File: src/rtl/pixel_unpacker.sv
// Scanline FIFO word-to-pixel unpacker: prefetch in blanking, line-start realign, sticky underrun.
// Define PIXEL_UNPACKER_MSB_FIRST_EN to emit the first pixel of each word from its MSBs.
module pixel_unpacker #(
  parameter int unsigned DATA_WIDTH  = 32,
  parameter int unsigned PIXEL_WIDTH = 8
) (
  input  logic                   clk,
  input  logic                   reset,
  input  logic [DATA_WIDTH-1:0]  fifo_rd_data,
  input  logic                   fifo_not_empty,
  output logic                   fifo_rd_en,
  input  logic                   de,
  input  logic                   line_start,
  input  logic                   underrun_clear,
  output logic [PIXEL_WIDTH-1:0] pixel,
  output logic                   pixel_valid,
  output logic                   underrun
);

  localparam int unsigned PPW   = DATA_WIDTH / PIXEL_WIDTH;
  localparam int unsigned IDX_W = (PPW > 1) ? $clog2(PPW) : 1;
  localparam logic [IDX_W-1:0] LAST_IDX = IDX_W'(PPW - 1);

  logic [DATA_WIDTH-1:0]  word_q;
  logic                   held_q;
  logic [IDX_W-1:0]       idx_q;
  logic                   last_c;
  logic                   discard_c;
  logic [PIXEL_WIDTH-1:0] slot_c;

  assign last_c = (idx_q == LAST_IDX);

  // Pop when nothing is held, or when the last slot is consumed; never on a blanking line_start.
  assign fifo_rd_en = fifo_not_empty & ~reset
                    & (~held_q | (de & last_c))
                    & ~(line_start & ~de);

  assign discard_c = line_start & ~de & held_q & (idx_q != '0);

  // Slot mux; PPW need not be a power of two so unmatched indices fall to zero.
  always_comb begin
    slot_c = '0;
    for (int unsigned k = 0; k < PPW; k++) begin
      if (idx_q == IDX_W'(k)) begin
`ifdef PIXEL_UNPACKER_MSB_FIRST_EN
        slot_c = word_q[DATA_WIDTH-1-k*PIXEL_WIDTH -: PIXEL_WIDTH];
`else
        slot_c = word_q[k*PIXEL_WIDTH +: PIXEL_WIDTH];
`endif
      end
    end
  end

  always_ff @(posedge clk or posedge reset) begin
    if (reset) begin
      word_q      <= '0;
      held_q      <= 1'b0;
      idx_q       <= '0;
      pixel       <= '0;
      pixel_valid <= 1'b0;
      underrun    <= 1'b0;
    end else begin
      if (fifo_rd_en) begin
        word_q <= fifo_rd_data;
        held_q <= 1'b1;
        idx_q  <= '0;
      end else if (discard_c) begin
        held_q <= 1'b0;
        idx_q  <= '0;
      end else if (de && held_q) begin
        if (last_c) begin
          held_q <= 1'b0;
        end else begin
          idx_q <= idx_q + IDX_W'(1);
        end
      end

      if (de) begin
        pixel       <= held_q ? slot_c : '0;
        pixel_valid <= 1'b1;
      end else begin
        pixel       <= '0;
        pixel_valid <= 1'b0;
      end

      // A new underrun outranks a clear in the same cycle.
      if (de && !held_q) begin
        underrun <= 1'b1;
      end else if (underrun_clear) begin
        underrun <= 1'b0;
      end
    end
  end

endmodule

File: config.mk
export PLATFORM = sky130hd
export DESIGN_NAME = pixel_unpacker
export DESIGN_NICKNAME = d
export VERILOG_FILES = /design/src/rtl/pixel_unpacker.sv
export SDC_FILE = /design/constraint.sdc
export NUM_CORES = 1
export LEC_CHECK = 0
export ABC_AREA = 1
export BUFFER_PORTS_ARGS = -buffer_cell sky130_fd_sc_hd__buf_2
export CAP_MARGIN = 10
export CORE_ASPECT_RATIO = 0.8
export CORE_MARGIN = 1.5
export CORE_UTILIZATION = 40
export DETAILED_ROUTE_END_ITERATION = 6
export GPL_TIMING_DRIVEN = 0
export PLACE_DENSITY_LB_ADDON = 0.25
export SYNTH_ARGS = -nofsm -noshare
export SYNTH_HDL_FRONTEND = slang
export SYNTH_SLANG_ARGS = --single-unit
File: constraint.sdc
create_clock -name clk -period 3 [get_ports clk]
set_input_delay 0.75 -clock clk [delete_from_list [all_inputs] [get_ports clk]]
set_output_delay 0.75 -clock clk [all_outputs]
set_load 0.05 [all_outputs]
==> results by group <==
Status
  – Status: finished with violations
  – Failing checks: design-rule violations

STA
  – Final Skew: 0.00471 ns
  – Slew Limit Fails: 0
  – Highest Clock Rate: 0.378 GHz
  – Post-layout min period: 2.65 ns
  – Fin crit share: 0.883
  – Hold Slack: 0.313 ns
  – Setup TNS Final: 0 ns
  – Post-route setup slack: 0.352 ns
  – Slew @ Worst Pin: 0.428 ns
  – Hold Fails Final Rpt: 0
  – # setup viols final: 0
  – Relative slew margins: 0.714
  – RSZ-0062 raised after global routing: false

Power
  – P_int: 1.51 mW
  – Gate power share: 0.416
  – Total power: 2.62 mW
  – Leak: 1.45 nW
  – Clock group share of total power: 0.183
  – Peak VDD IR: 0.407 mV
  – Sequential Power Share: 0.402
  – Switching share of power: 0.424
  – Switch Pwr: 1.11 mW
  – Power Dens Cells: 998 mW/mm^2

Yosys
  – Post-synth net total: 301
  – Top-count cell post-synth: nand2_1
  – YS warnings: 0
  – Mapped Avg Cell Area: 8.38 um^2
  – Synth area leaders: dfrtp_1 (52%), nand2_1 (16%), nand4_1 (9.8%)
  – Top-area cell type share of the netlist area: 0.519
  – Asr flop ratio synth: 1.00
  – EDFF count, synth: 0
  – Most instantiated cells after synthesis: nand2_1 (94), dfrtp_1 (45), nand4_1 (34)
  – Yosys cell types: 19
  – Synth area leader: dfrtp_1
  – Yosys reg bits: 45
  – Top_reg_cell synth: dfrtp_1
  – Post-Syn Instances: 259
  – Post-synthesis sequential area ratio: 0.519
  – Netlist Area Pre-Place: 0.00217 mm^2

Routing
  – ANT nets after route: 0
  – DR iter-0 viols: 120
  – Post-Route WL: 5.15 mm
  – DR WL/cell: 13.6 um
  – Remaining DRCs: 4
  – DR vias: 1910
  – Via-to-Cell Ratio: 5.05
  – 1st-pass router iterations: 6

Setup path
  – Max incr delay on CP: 0.41 ns
  – Critical Path Start Type: flip-flop
  – CP max-delay cell: dfrtp_1
  – Setup crit end kind: output port
  – CP Max Fanout: 10
  – CP cell instances: ha_1 > buf_4 > nand2_2 > nand2_4 > nand3_4 > buf_6 > inv_1 > buf_2
  – WS Path Type: reg -> out
  – Worst EP arrival: 1.90 ns
  – Worst endpoint required time: 2.25 ns

Global route
  – Grt total ovfl: 0
  – First-pass GRT wire length: 8.30 mm
  – Antenna violations before repair: 0
  – Busiest grt layer: met2
  – Vias in the first global route: 1750
  – Gr usage total: 0.187
  – M3 GR Usage: 0.0381
  – Met1 GRT Util: 0.268
  – Largest net degree at the start of global routing: 44
  – Met2 Use GR: 0.284

Die
  – Die Y-Extent: 68.9 um
  – Initial Util: 0.424
  – DIE AREA: 0.00588 mm^2
  – # rows: 23
  – I/O pin total: 49
  – DIE WIDTH: 85.4 um
  – Core Region: 0.00512 mm^2

Clocking
  – H-tree lvl count: 2
  – Clock Latency Late Sink: 0.30 ns
  – Clock transition at path regs: 0.08 ns
  – Sink Count: 45
  – CTS Buf Count: 5
  – # hold bufs at CTS: 0
  – CTS tree: yes
  – Clock Path Buffers: 2
  – Post-cts resize count: 0
  – CTS Root Cell: clkbuf_8
  – # Post-CTS Setup Buffers: 0

Final layout
  – Nets: 357
  – Antenna Cells: 0
  – Core Util, Final: 0.512
  – Area grow syn2layout: 20.9%
  – Fraction of layout cells with a size suffix above 1: 0.250

Place
  – Placer Congestion: 0.768
  – Post-detail-place hpwl: 3.72 mm
  – I/O Buffers: 48
  – Worst slack, placed: 0.390 ns

Worst hold path
  – HP Class: in -> async

Run
  – Max-cap violation count: 0
-- kinds of logic after synthesis --
logic type                 synth area share
and+or+nand+nor                       0.313
AOI/OAI and AO/OA                    0.0605
DFF                                   0.519
adders and majority gates            0.0231
buffers and inverters                0.0847
-- state kept, by name (all words and copies together), names as in the netlist --
| name | flops |
|---|---|
| pixel | 8 |
| word_q | 32 |
| underrun | 1 |
| held_q | 1 |
| idx_q | 2 |
| pixel_valid | 1 |
-- path summary, 6_finish.rpt --
check | start | end | slack, ns | cells after the start
max in group asynchronous | reset | idx_q[1] | 2.27 | 3
setup / recovery | idx_q[0] | fifo_rd_en | 0.35 | 8
setup reg to reg | idx_q[0] | pixel[0] | 1.36 | 6
hold reg to reg | word_q[26] | word_q[26] | 0.47 | 2
hold / removal | reset | word_q[11] | 0.31 | 2
min in group clk | word_q[26] | word_q[26] | 0.47 | 2
-- power by group through the flow --
stage          sequential, mW  clock, mW  combinational (mW)
2_1_floorplan            1.15          0               0.684
3_3_place_gp             1.06          0                1.06
3_5_place_dp             1.06          0                1.09
4_1_cts                  1.05      0.483                1.09
5_1_grt                  1.08      0.505                1.23
6_report                 1.05      0.479                1.09
-- placed cells by master (no fill, tap or decap) --
| master | instances |
|---|---|
| nand3_1 | 10 |
| clkbuf_8 | 6 |
| buf_6 | 3 |
| buf_2 | 60 |
| nand2_4 | 2 |
| nand3_4 | 1 |
| buf_4 | 1 |
| inv_1 | 19 |
| dfrtp_1 | 45 |
| a21oi_1 | 16 |
| nor2_2 | 1 |
| nand2_1 | 94 |
| nor2_1 | 3 |
| clkbuf_1 | 2 |
| ha_1 | 4 |
| bufinv_16 | 1 |
| buf_12 | 1 |
| nand2_2 | 1 |
| nand4_1 | 34 |
| inv_2 | 2 |
| o22ai_1 | 1 |
| o21ai_0 | 9 |
-- layer usage --
metal	wire length [um]	vias up
met5	0	-
met4	64	0
met3	287	8
met2	2290	55
met1	2510	882
li1	-	965
-- area by class of cell --
class / count / area [um^2]
buffer: 17 / 105
clock buffer: 7 / 86.3
clock inverter: 1 / 30.0
fill: 487 / 2500
inverter: 21 / 78.8
multi-input combinational: 176 / 861
sequential: 45 / 1130
tap: 62 / 77.6
timing repair buffer: 49 / 260
-- per-stage QoR --
step	std cells	area, um^2
after global placement	369	2490
final	378	2630
after detailed placement	370	2510
after floorplan	259	2170
after CTS	378	2630
after global routing	378	2630
-- worst max-delay path, delay by kind of cell (launching register included) --
family | cells | cell delay, ns
and+or+nand+nor | 3 | 0.36
DFF | 1 | 0.41
buffers and inverters | 4 | 0.66
adders and majority gates | 1 | 0.17
(Power assumes the default switching activity.)
